## config.mk

```make
export PLATFORM = sky130hd
export DESIGN_NAME = mem_reinit_ctrl_flat
export DESIGN_NICKNAME = d
export VERILOG_FILES = /design/src/rtl/mem_reinit_ctrl_if.sv /design/src/rtl/mem_reinit_ctrl.sv /design/src/flat_wrapper.sv
export SDC_FILE = /design/constraint.sdc
export NUM_CORES = 1
export LEC_CHECK = 0
export CAP_MARGIN = 20
export CORE_AREA = 8 8 300 302
export CTS_CLUSTER_DIAMETER = 80
export DETAILED_ROUTE_END_ITERATION = 10
export DIE_AREA = 0 0 308 310
export SETUP_SLACK_MARGIN = 0.15
export SLEW_MARGIN = 30
export SYNTH_ARGS = -nofsm -noshare
export SYNTH_HDL_FRONTEND = slang
export SYNTH_SLANG_ARGS = --single-unit
```

## constraint.sdc

```tcl
create_clock -name clk -period 3.9 [get_ports clk]
set_clock_uncertainty 0.1 [all_clocks]
set_input_delay 1.17 -clock clk [delete_from_list [all_inputs] [get_ports clk]]
set_output_delay 1.17 -clock clk [all_outputs]
set_load 0.005 [all_outputs]
```

## src/rtl/mem_reinit_ctrl_if.sv

```systemverilog
// Host access bus for mem_reinit_ctrl: request/grant handshake plus read return.
interface mem_reinit_ctrl_if #(
    parameter int WID_MEM = 128
);
    logic               host_req;
    logic               host_we;
    logic [31:0]        host_addr;
    logic [WID_MEM-1:0] host_wdata;
    logic               host_gnt;
    logic               host_rvalid;
    logic [WID_MEM-1:0] host_rdata;

    // Host side drives requests and receives grant/read data.
    modport master (
        output host_req, host_we, host_addr, host_wdata,
        input  host_gnt, host_rvalid, host_rdata
    );

    // Controller side accepts requests and returns grant/read data.
    modport slave (
        input  host_req, host_we, host_addr, host_wdata,
        output host_gnt, host_rvalid, host_rdata
    );
endinterface

```

## src/rtl/mem_reinit_ctrl.sv

```systemverilog
// Fill/verify sequencer and host arbiter in front of one simple-dual-port RAM.
// A sweep writes the latched pattern to every word, reads every word back,
// and records the first mismatching address. Outside a sweep the host owns the RAM.
module mem_reinit_ctrl #(
    parameter int WID_MEM   = 128,
    parameter int DEPTH_MEM = 128
) (
    input  logic               clk,
    input  logic               reset_n,
    input  logic               start_reinit,
    input  logic [WID_MEM-1:0] fill_pattern,
    mem_reinit_ctrl_if.slave   host,
    output logic [31:0]        mem_raddr,
    output logic [31:0]        mem_waddr,
    output logic [WID_MEM-1:0] mem_din,
    output logic               mem_we,
    input  logic [WID_MEM-1:0] mem_dout,
    output logic               busy,
    output logic               done,
    output logic               err,
    output logic [31:0]        err_addr
);
    localparam int AW = (DEPTH_MEM > 1) ? $clog2(DEPTH_MEM) : 1;
    localparam logic [AW-1:0] LAST_ADDR = AW'(DEPTH_MEM - 1);

    typedef enum logic [1:0] {IDLE, FILL, VERIFY, CHECK} state_t;

    state_t             state;
    logic [AW-1:0]      addr;
    logic [WID_MEM-1:0] pattern;
    logic               cmp_valid;
    logic [AW-1:0]      cmp_addr;
    logic               rvalid;
    logic               rd_oor;

    logic               host_in_range;
    logic               grant;

    assign host_in_range = (host.host_addr < 32'(DEPTH_MEM));
    // Start wins over a simultaneous host request; nothing is granted in reset.
    assign grant = reset_n && (state == IDLE) && !start_reinit && host.host_req;

    assign host.host_gnt    = grant;
    assign host.host_rvalid = rvalid;
    // Out-of-range reads return zero instead of whatever the RAM wrapper produced.
    assign host.host_rdata  = rd_oor ? '0 : mem_dout;
    assign busy             = (state != IDLE);

    // RAM port steering: host in IDLE, counter-driven during the sweep.
    always_comb begin
        mem_raddr = '0;
        mem_waddr = '0;
        mem_din   = '0;
        mem_we    = 1'b0;
        case (state)
            IDLE: begin
                if (grant) begin
                    mem_raddr = host.host_addr;
                    mem_waddr = host.host_addr;
                    mem_din   = host.host_wdata;
                    mem_we    = host.host_we && host_in_range;
                end
            end
            FILL: begin
                mem_waddr = 32'(addr);
                mem_din   = pattern;
                mem_we    = 1'b1;
            end
            VERIFY: begin
                mem_raddr = 32'(addr);
            end
            default: begin
            end
        endcase
    end

    // Sweep FSM, compare pipeline and registered status/host read outputs.
    always_ff @(posedge clk or negedge reset_n) begin
        if (!reset_n) begin
            state     <= IDLE;
            addr      <= '0;
            pattern   <= '0;
            cmp_valid <= 1'b0;
            cmp_addr  <= '0;
            rvalid    <= 1'b0;
            rd_oor    <= 1'b0;
            done      <= 1'b0;
            err       <= 1'b0;
            err_addr  <= '0;
        end else begin
            done      <= 1'b0;
            rvalid    <= 1'b0;
            cmp_valid <= 1'b0;

            // Data for the address pushed last cycle is on mem_dout now.
            if (cmp_valid && (mem_dout != pattern) && !err) begin
                err      <= 1'b1;
                err_addr <= 32'(cmp_addr);
            end

            case (state)
                IDLE: begin
                    if (start_reinit) begin
                        pattern  <= fill_pattern;
                        addr     <= '0;
                        err      <= 1'b0;
                        err_addr <= '0;
                        state    <= FILL;
                    end else if (grant && !host.host_we) begin
                        rvalid <= 1'b1;
                        rd_oor <= !host_in_range;
                    end
                end
                FILL: begin
                    if (addr == LAST_ADDR) begin
                        addr  <= '0;
                        state <= VERIFY;
                    end else begin
                        addr <= addr + AW'(1);
                    end
                end
                VERIFY: begin
                    cmp_valid <= 1'b1;
                    cmp_addr  <= addr;
                    if (addr == LAST_ADDR) begin
                        addr  <= '0;
                        state <= CHECK;
                    end else begin
                        addr <= addr + AW'(1);
                    end
                end
                CHECK: begin
                    state <= IDLE;
                    done  <= 1'b1;
                end
                default: state <= IDLE;
            endcase
        end
    end
endmodule

```

## src/flat_wrapper.sv

```systemverilog
// flat-port wrapper written by rule: the top's interface ports become plain ports
module mem_reinit_ctrl_flat 
#(
    parameter int WID_MEM   = 128,
    parameter int DEPTH_MEM = 128
)
  (clk, reset_n, start_reinit, fill_pattern, mem_raddr, mem_waddr, mem_din, mem_we, mem_dout, busy, done, err, err_addr, host_host_req, host_host_we, host_host_addr, host_host_wdata, host_host_gnt, host_host_rvalid, host_host_rdata);
  mem_reinit_ctrl_if #(.WID_MEM(WID_MEM)) host_i ();
  input  logic clk;
  input  logic reset_n;
  input  logic start_reinit;
  input  logic [WID_MEM-1:0] fill_pattern;
  output logic [31:0] mem_raddr;
  output logic [31:0] mem_waddr;
  output logic [WID_MEM-1:0] mem_din;
  output logic mem_we;
  input  logic [WID_MEM-1:0] mem_dout;
  output logic busy;
  output logic done;
  output logic err;
  output logic [31:0] err_addr;
  input wire logic [$bits(host_i.host_req)-1:0] host_host_req;
  input wire logic [$bits(host_i.host_we)-1:0] host_host_we;
  input wire logic [$bits(host_i.host_addr)-1:0] host_host_addr;
  input wire logic [$bits(host_i.host_wdata)-1:0] host_host_wdata;
  output wire logic [$bits(host_i.host_gnt)-1:0] host_host_gnt;
  output wire logic [$bits(host_i.host_rvalid)-1:0] host_host_rvalid;
  output wire logic [$bits(host_i.host_rdata)-1:0] host_host_rdata;
  assign host_i.host_req = host_host_req;
  assign host_i.host_we = host_host_we;
  assign host_i.host_addr = host_host_addr;
  assign host_i.host_wdata = host_host_wdata;
  assign host_host_gnt = host_i.host_gnt;
  assign host_host_rvalid = host_i.host_rvalid;
  assign host_host_rdata = host_i.host_rdata;
  mem_reinit_ctrl #(.WID_MEM(WID_MEM), .DEPTH_MEM(DEPTH_MEM)) u_core (.clk(clk), .reset_n(reset_n), .start_reinit(start_reinit), .fill_pattern(fill_pattern), .host(host_i), .mem_raddr(mem_raddr), .mem_waddr(mem_waddr), .mem_din(mem_din), .mem_we(mem_we), .mem_dout(mem_dout), .busy(busy), .done(done), .err(err), .err_addr(err_addr));
endmodule
```

# Word level (Yosys, flattened, before mapping)
# Cells that the tools add are included.
[totals] reg_bits=181 latch_bits=0 mem_bits_rw=0 rom_bits=0 n_memories=0
[classes] add_sub_neg=1 multipliers=0 div_mod_pow=0 order_cmp=1 eq_ne=8 n_shift=0 muxes=26 n_bitwise=1 n_reduce_logical=19
[op_table] cell="$mux W128" count=2
[op_table] cell="$pmux W128 S2" count=1
[op_table] cell="$mux W32" count=4
[op_table] cell="$ne A128 B128 Y1" count=1
[op_table] cell="$pmux W32 S2" count=2
[op_table] cell="$lt A32 B8 Y1 const B" count=1
[op_table] cell="$mux W7" count=2
[op_table] cell="$pmux W7 S2" count=1
[op_table] cell="$mux W1" count=9
[op_table] cell="$pmux W2 S4" count=1
[op_table] cell="$add A7 B1 Y7 const B" count=1
[op_table] cell="$eq A7 B7 Y1 const B" count=1
[op_table] cell="$logic_and A1 B1 Y1" count=7
[op_table] cell="$mux W2" count=3
[op_table] cell="$reduce_and A3 Y1" count=2
[op_table] cell="$eq A2 B2 Y1 const B" count=2
[op_table] cell="$logic_not A1 Y1" count=4
[op_table] cell="$ne A2 B1 Y1 const B" count=2
[op_table] cell="$reduce_and A2 Y1" count=2
[op_table] cell="$reduce_bool A2 Y1" count=2
[op_table] cell="$eq A2 B1 Y1 const B" count=1
[op_table] cell="$logic_not A2 Y1" count=1
[op_table] cell="$ne A2 B2 Y1 const B" count=1
[op_table] cell="$pmux W1 S2" count=1
[op_table] cell="2 further kinds" count=2

# Logic depth before layout (Yosys ltp)
# Gate-level depths: netlist (run 1).
[depth] ltp_word=8 depth_mapped=10 mapped_depth_nobuf=8

# Least setup slack after synthesis (run 1)
# Ideal clock, no wire load.
[synth_timing] path_kind="input port to output port" start="input port start_reinit" end="output port mem_waddr[30]" t_arrival_ns=2.326 required_ns=2.630 slack_ns=0.304 stages=7 cell_sequence="nor2_1 > and3_1 > clkbuf_1 > clkbuf_1 > clkbuf_1 > and2_1 > buf_4"
[synth_between] elab_chain_len=5
[synth_rtl] item="from (decl)" line="flat_wrapper.sv:11" source="input logic start_reinit;"
[synth_rtl] item="$logic_not A1 Y1" line="mem_reinit_ctrl.sv:41" source="assign grant = reset_n && (state == IDLE) && !start_reinit && host.host_req;"
[synth_rtl] item="$logic_and A1 B1 Y1 (2 in a row)" line="mem_reinit_ctrl.sv:41"
[synth_rtl] item="$mux W32" line="mem_reinit_ctrl.sv:57" source="if (grant) begin"
[synth_rtl] item="$pmux W32 S2" line="mem_reinit_ctrl.sv:55" source="case (state)"
[synth_rtl] item="to (decl)" line="flat_wrapper.sv:14" source="output logic [31:0] mem_waddr;"
# Every way passes these cells.

# Worst setup path after layout (run 1)
[layout_timing] start="input port host_host_addr[16]" end="output port mem_we"
[layout_between] elab_chain_len=4
[layout_rtl] item="from (decl)" line="flat_wrapper.sv:24" source="input wire logic [$bits(host_i.host_addr)-1:0] host_host_addr;"
[layout_rtl] item="$lt A32 B8 Y1" line="mem_reinit_ctrl.sv:39" source="assign host_in_range = (host.host_addr < 32'(DEPTH_MEM));"
[layout_rtl] item="$logic_and A1 B1 Y1" line="mem_reinit_ctrl.sv:61" source="mem_we = host.host_we && host_in_range;"
[layout_rtl] item="$mux W1" line="mem_reinit_ctrl.sv:57"
[layout_rtl] item="$pmux W1 S2" line="mem_reinit_ctrl.sv:55"
[layout_rtl] item="to (decl)" line="flat_wrapper.sv:16" source="output logic mem_we;"
# Every way passes these cells.

==> results.yml, run 1 <==
floorplan:
  core_area_um2: 85670
  floorplan.initialDensity_pct: 12.89
  die_h_um: 310
  dieWidth_um: 308
  dieArea_um2: 95480
  ios: 779
  core.rowCount: 108
placed_design:
  port_buffers: 778
  dp_hpwl_mm: 71.04
  place.gp.congestion: 0.8896
  dp.cells: 3229
layout:
  area_growth_pct: 102.1
  seq_area_um2: 4534
  layout.filler_cells: 9335
  drive_gt1_share_pct: 20.20
  fin_cells: 3336
  multi_input_area_um2: 6271
  final_cell_mix: "clkdlybuf4s50_1, nand2_1, dfrtp_1"
  final_common_cell: "clkdlybuf4s50_1"
  fin_nets: 2586
timing:
  setup_ws_ns: -0.04388
  fmax_mhz: 253.6
  finalSetupViolations: 1
  slew_violations: 0
  tightest_slew_ns: 0.8424
  rsz0062_at_grt: "true"
  post-route-period-util_pct: 101.1
  hold_ws_ns: 0.4159
  relSlewSlack_pct: 43.84
  hold_violations: 0
  finalCriticalPeriod_ns: 3.944
detailed_routing:
  drc: 0
  finalWirelength_mm: 88.64
  drt_iter0_drc: 757
  vias_per_cell: 3.913
  num_vias: 13053
  post_drt_wl_per_cell_um: 26.57
  drt-pass1-iter-count: 5
  ant_nets: 0
grt:
  grt_start_max_net_pins: 132
  antenna_found_initial: 29
  grt_pass1_vias: 13460
  overflow: 0
  grt_pass1_wl_mm: 116.0
  grt.total_usage_pct: 17.62
worst_setup_path:
  reg2reg_depth: 8
  cp_max_fo: 2
  crit_path_start: "host_host_addr[16]"
  critical_path.cell_chain: "clkdlybuf4s50_1 -> nor4_2 -> nand4_1 -> nor2_2 -> buf_4 -> a31o_2 -> clkbuf_2"
  r2r_start: "u_core.pattern[55]"
  endpoint_kind: "output pin"
  critPathCapture: "mem_we"
  r2r_setup_slack_ns: 1.11
  worstReg2RegEnd: "u_core.err_addr[15]"
  worst_setup_path_start_kind: "input pin"
  cp.arrival_ns: 2.67
  crit_required_ns: 2.63
  worstSetupPathType: "in -> out"
  cp_slowest_cell: "clkdlybuf4s50_1"
  critPathMaxStageDelay_ns: 0.45
cts:
  cts_tree: "yes"
  cts_root_buf: "clkbuf_16"
  clock_sinks: 181
  clk_pin_slew_worst_paths_ns: 0.07
  cts-buffers-inserted: 17
  insertion_delay_ns: 0.50
  cts_max_path_buffers: 2
  cts_htree_levels: 4
yosys:
  synth_area_per_cell_um2: 8.689
  synthCells: 1271
  ys_seq_elements: 181
  yosysUniqueCellTypes: 35
  yosysWarnings: 0
  synth.cell_area_um2: 11040
  syn_nets: 1697
  yosysSeqAreaShare_pct: 41.02
worst_hold_path:
  holdPathStages: 1
  min_path_type: "reg -> reg"
power_and_ir_drop:
  internal-power_mw: 6.855
  pwr-share-comb_pct: 54.3
  swShare_pct: 45.34
  power_switching_mw: 5.687
  clkPwrFrac_pct: 16.0
  p_leak_nw: 10.47
  ir_drop_v: 0.0003702
  p_seq_share_pct: 29.7
  power_density_nw_per_um2: 561.9
status:
  outcome: "finished, violations left"
  violations: "setup timing"
job:
  drv_cap: 0
-- Yosys cell counts (all sizes together) --
master | n | area [um^2]
mux2i | 7 | 70.07
ha | 5 | 62.56
nor3b | 25 | 312.8
nor4 | 39 | 256.5
a21oi | 4 | 23.77
nand3 | 5 | 25.02
xor2 | 128 | 1121
or2b | 1 | 7.510
a31o | 1 | 8.760
dlygate4sd1 | 1 | 8.760
o31ai | 2 | 15.01
mux2 | 7 | 78.83
nand4 | 10 | 62.56
a21boi | 1 | 7.510
a211o | 1 | 8.760
clkbuf | 70 | 262.8
dfrtp | 181 | 4529
or2 | 2 | 12.51
buf | 20 | 123.9
o21ai | 9 | 45.04
a211oi | 1 | 7.510
and2 | 50 | 312.8
nor2b | 129 | 807.0
and3 | 3 | 18.77
nand2 | 410 | 1539
nor2 | 9 | 33.78
inv | 5 | 18.77
nor3 | 2 | 10.01
o21a | 1 | 7.510
a22o | 142 | 1245
-- per-stage QoR --
stage	utilization, %	TNS, ns	cell area, um^2	setup WS, ns	power, mW
4_1_cts	26.01	-1.680	22280	-0.1395	12.87
5_1_grt	26.04	-0.08699	22310	-0.08178	13.43
3_5_place_dp	24.55	-95.77	21040	-0.6633	10.83
2_1_floorplan	-	0	11040	0.3039	5.985
3_3_place_gp	24.50	-107.97	20990	-1.009	10.77
6_report	26.05	-0.04388	22320	-0.04388	12.54
-- power by group through the flow --
stage                     logic [mW]  clock network [mW]  registers [mW]
after floorplan                 2.85                   0            3.13
after global routing            7.46                2.15            3.83
after detailed placement        7.05                   0            3.78
final                           6.81                2.00            3.73
after global placement          6.99                   0            3.78
after CTS                       7.01                2.11            3.75
-- per-layer routing --
layer | global-route usage (%) | share of wire (%)
met5 | 0 | 0.089
met4 | 4.537 | 2.1
met3 | 4.849 | 7.6
met2 | 29.95 | 48
met1 | 21.96 | 42
-- flip-flops by register name, summed over array words and instances, names as in the netlist, 2 cells and up --
name	cells
u_core.cmp_addr	7
u_core.pattern	128
u_core.state	2
u_core.err_addr	32
u_core.addr	7
-- final cells by class --
cell class              count  share of cell area, %
multi-input cells         994                  28.10
clock inverters            15                 0.9250
diodes                      8                0.08970
flip-flops and latches    181                  20.32
well taps                1155                  6.475
inverters                   5                0.08409
clock buffers              17                  1.906
repair buffers            961                  42.10
-- cell families (layout without fill, tap and decap cells) --
family	after synthesis	after routing	share of synthesized area, %
AO/OA/AOI/OAI	162	162	12.40
multiplexers	14	14	1.348
flip-flops	181	181	41.02
other	0	8	0
buffers and inverters	96	998	3.750
adder cells (fa/ha/maj)	5	5	0.5665
XOR/XNOR	128	128	10.15
AND/OR/NAND/NOR	685	685	30.77
-- worst min-delay path by stage --
stage               slack [ns]                from                  to
finish                    0.42  u_core.cmp_addr[2]  u_core.cmp_addr[2]
global route              0.43  u_core.cmp_addr[3]  u_core.cmp_addr[3]
CTS                       0.41  u_core.cmp_addr[2]  u_core.cmp_addr[2]
detailed placement        0.40  u_core.cmp_addr[2]  u_core.cmp_addr[2]
global placement          0.39  u_core.cmp_addr[4]  u_core.cmp_addr[4]
floorplan                 0.38  u_core.cmp_addr[0]  u_core.cmp_addr[0]
-- critical path, delay by kind of cell --
kind / cells / cell delay, ns
AND/OR/NAND/NOR: 3 / 0.63
buffers and inverters: 3 / 0.71
AO/OA/AOI/OAI: 1 / 0.15
-- repair_timing --
| action | 4_1_cts | 5_1_grt |
|---|---|---|
| pin swaps | 23 | 45 |
| endpoints found under the setup margin | 247 | 116 |
| gates resized for setup | 499 | 227 |
| gates cloned | 15 | 2 |
| setup buffers | 35 | 15 |
| endpoints found under the hold margin | 0 | 0 |
| hold buffers | 0 | 0 |
Power figures use the tool's default switching activity.
==> inputs of run 2 (changes only) <==
--- a/config.mk
+++ b/config.mk
@@ -5,7 +5,6 @@
 export SDC_FILE = /design/constraint.sdc
 export NUM_CORES = 1
 export LEC_CHECK = 0
-export CAP_MARGIN = 20
 export CORE_AREA = 8 8 300 302
 export CTS_CLUSTER_DIAMETER = 80
 export DETAILED_ROUTE_END_ITERATION = 10
==> results of run 2 <==
Final layout, timing and power as in run 1 (identical DEF).
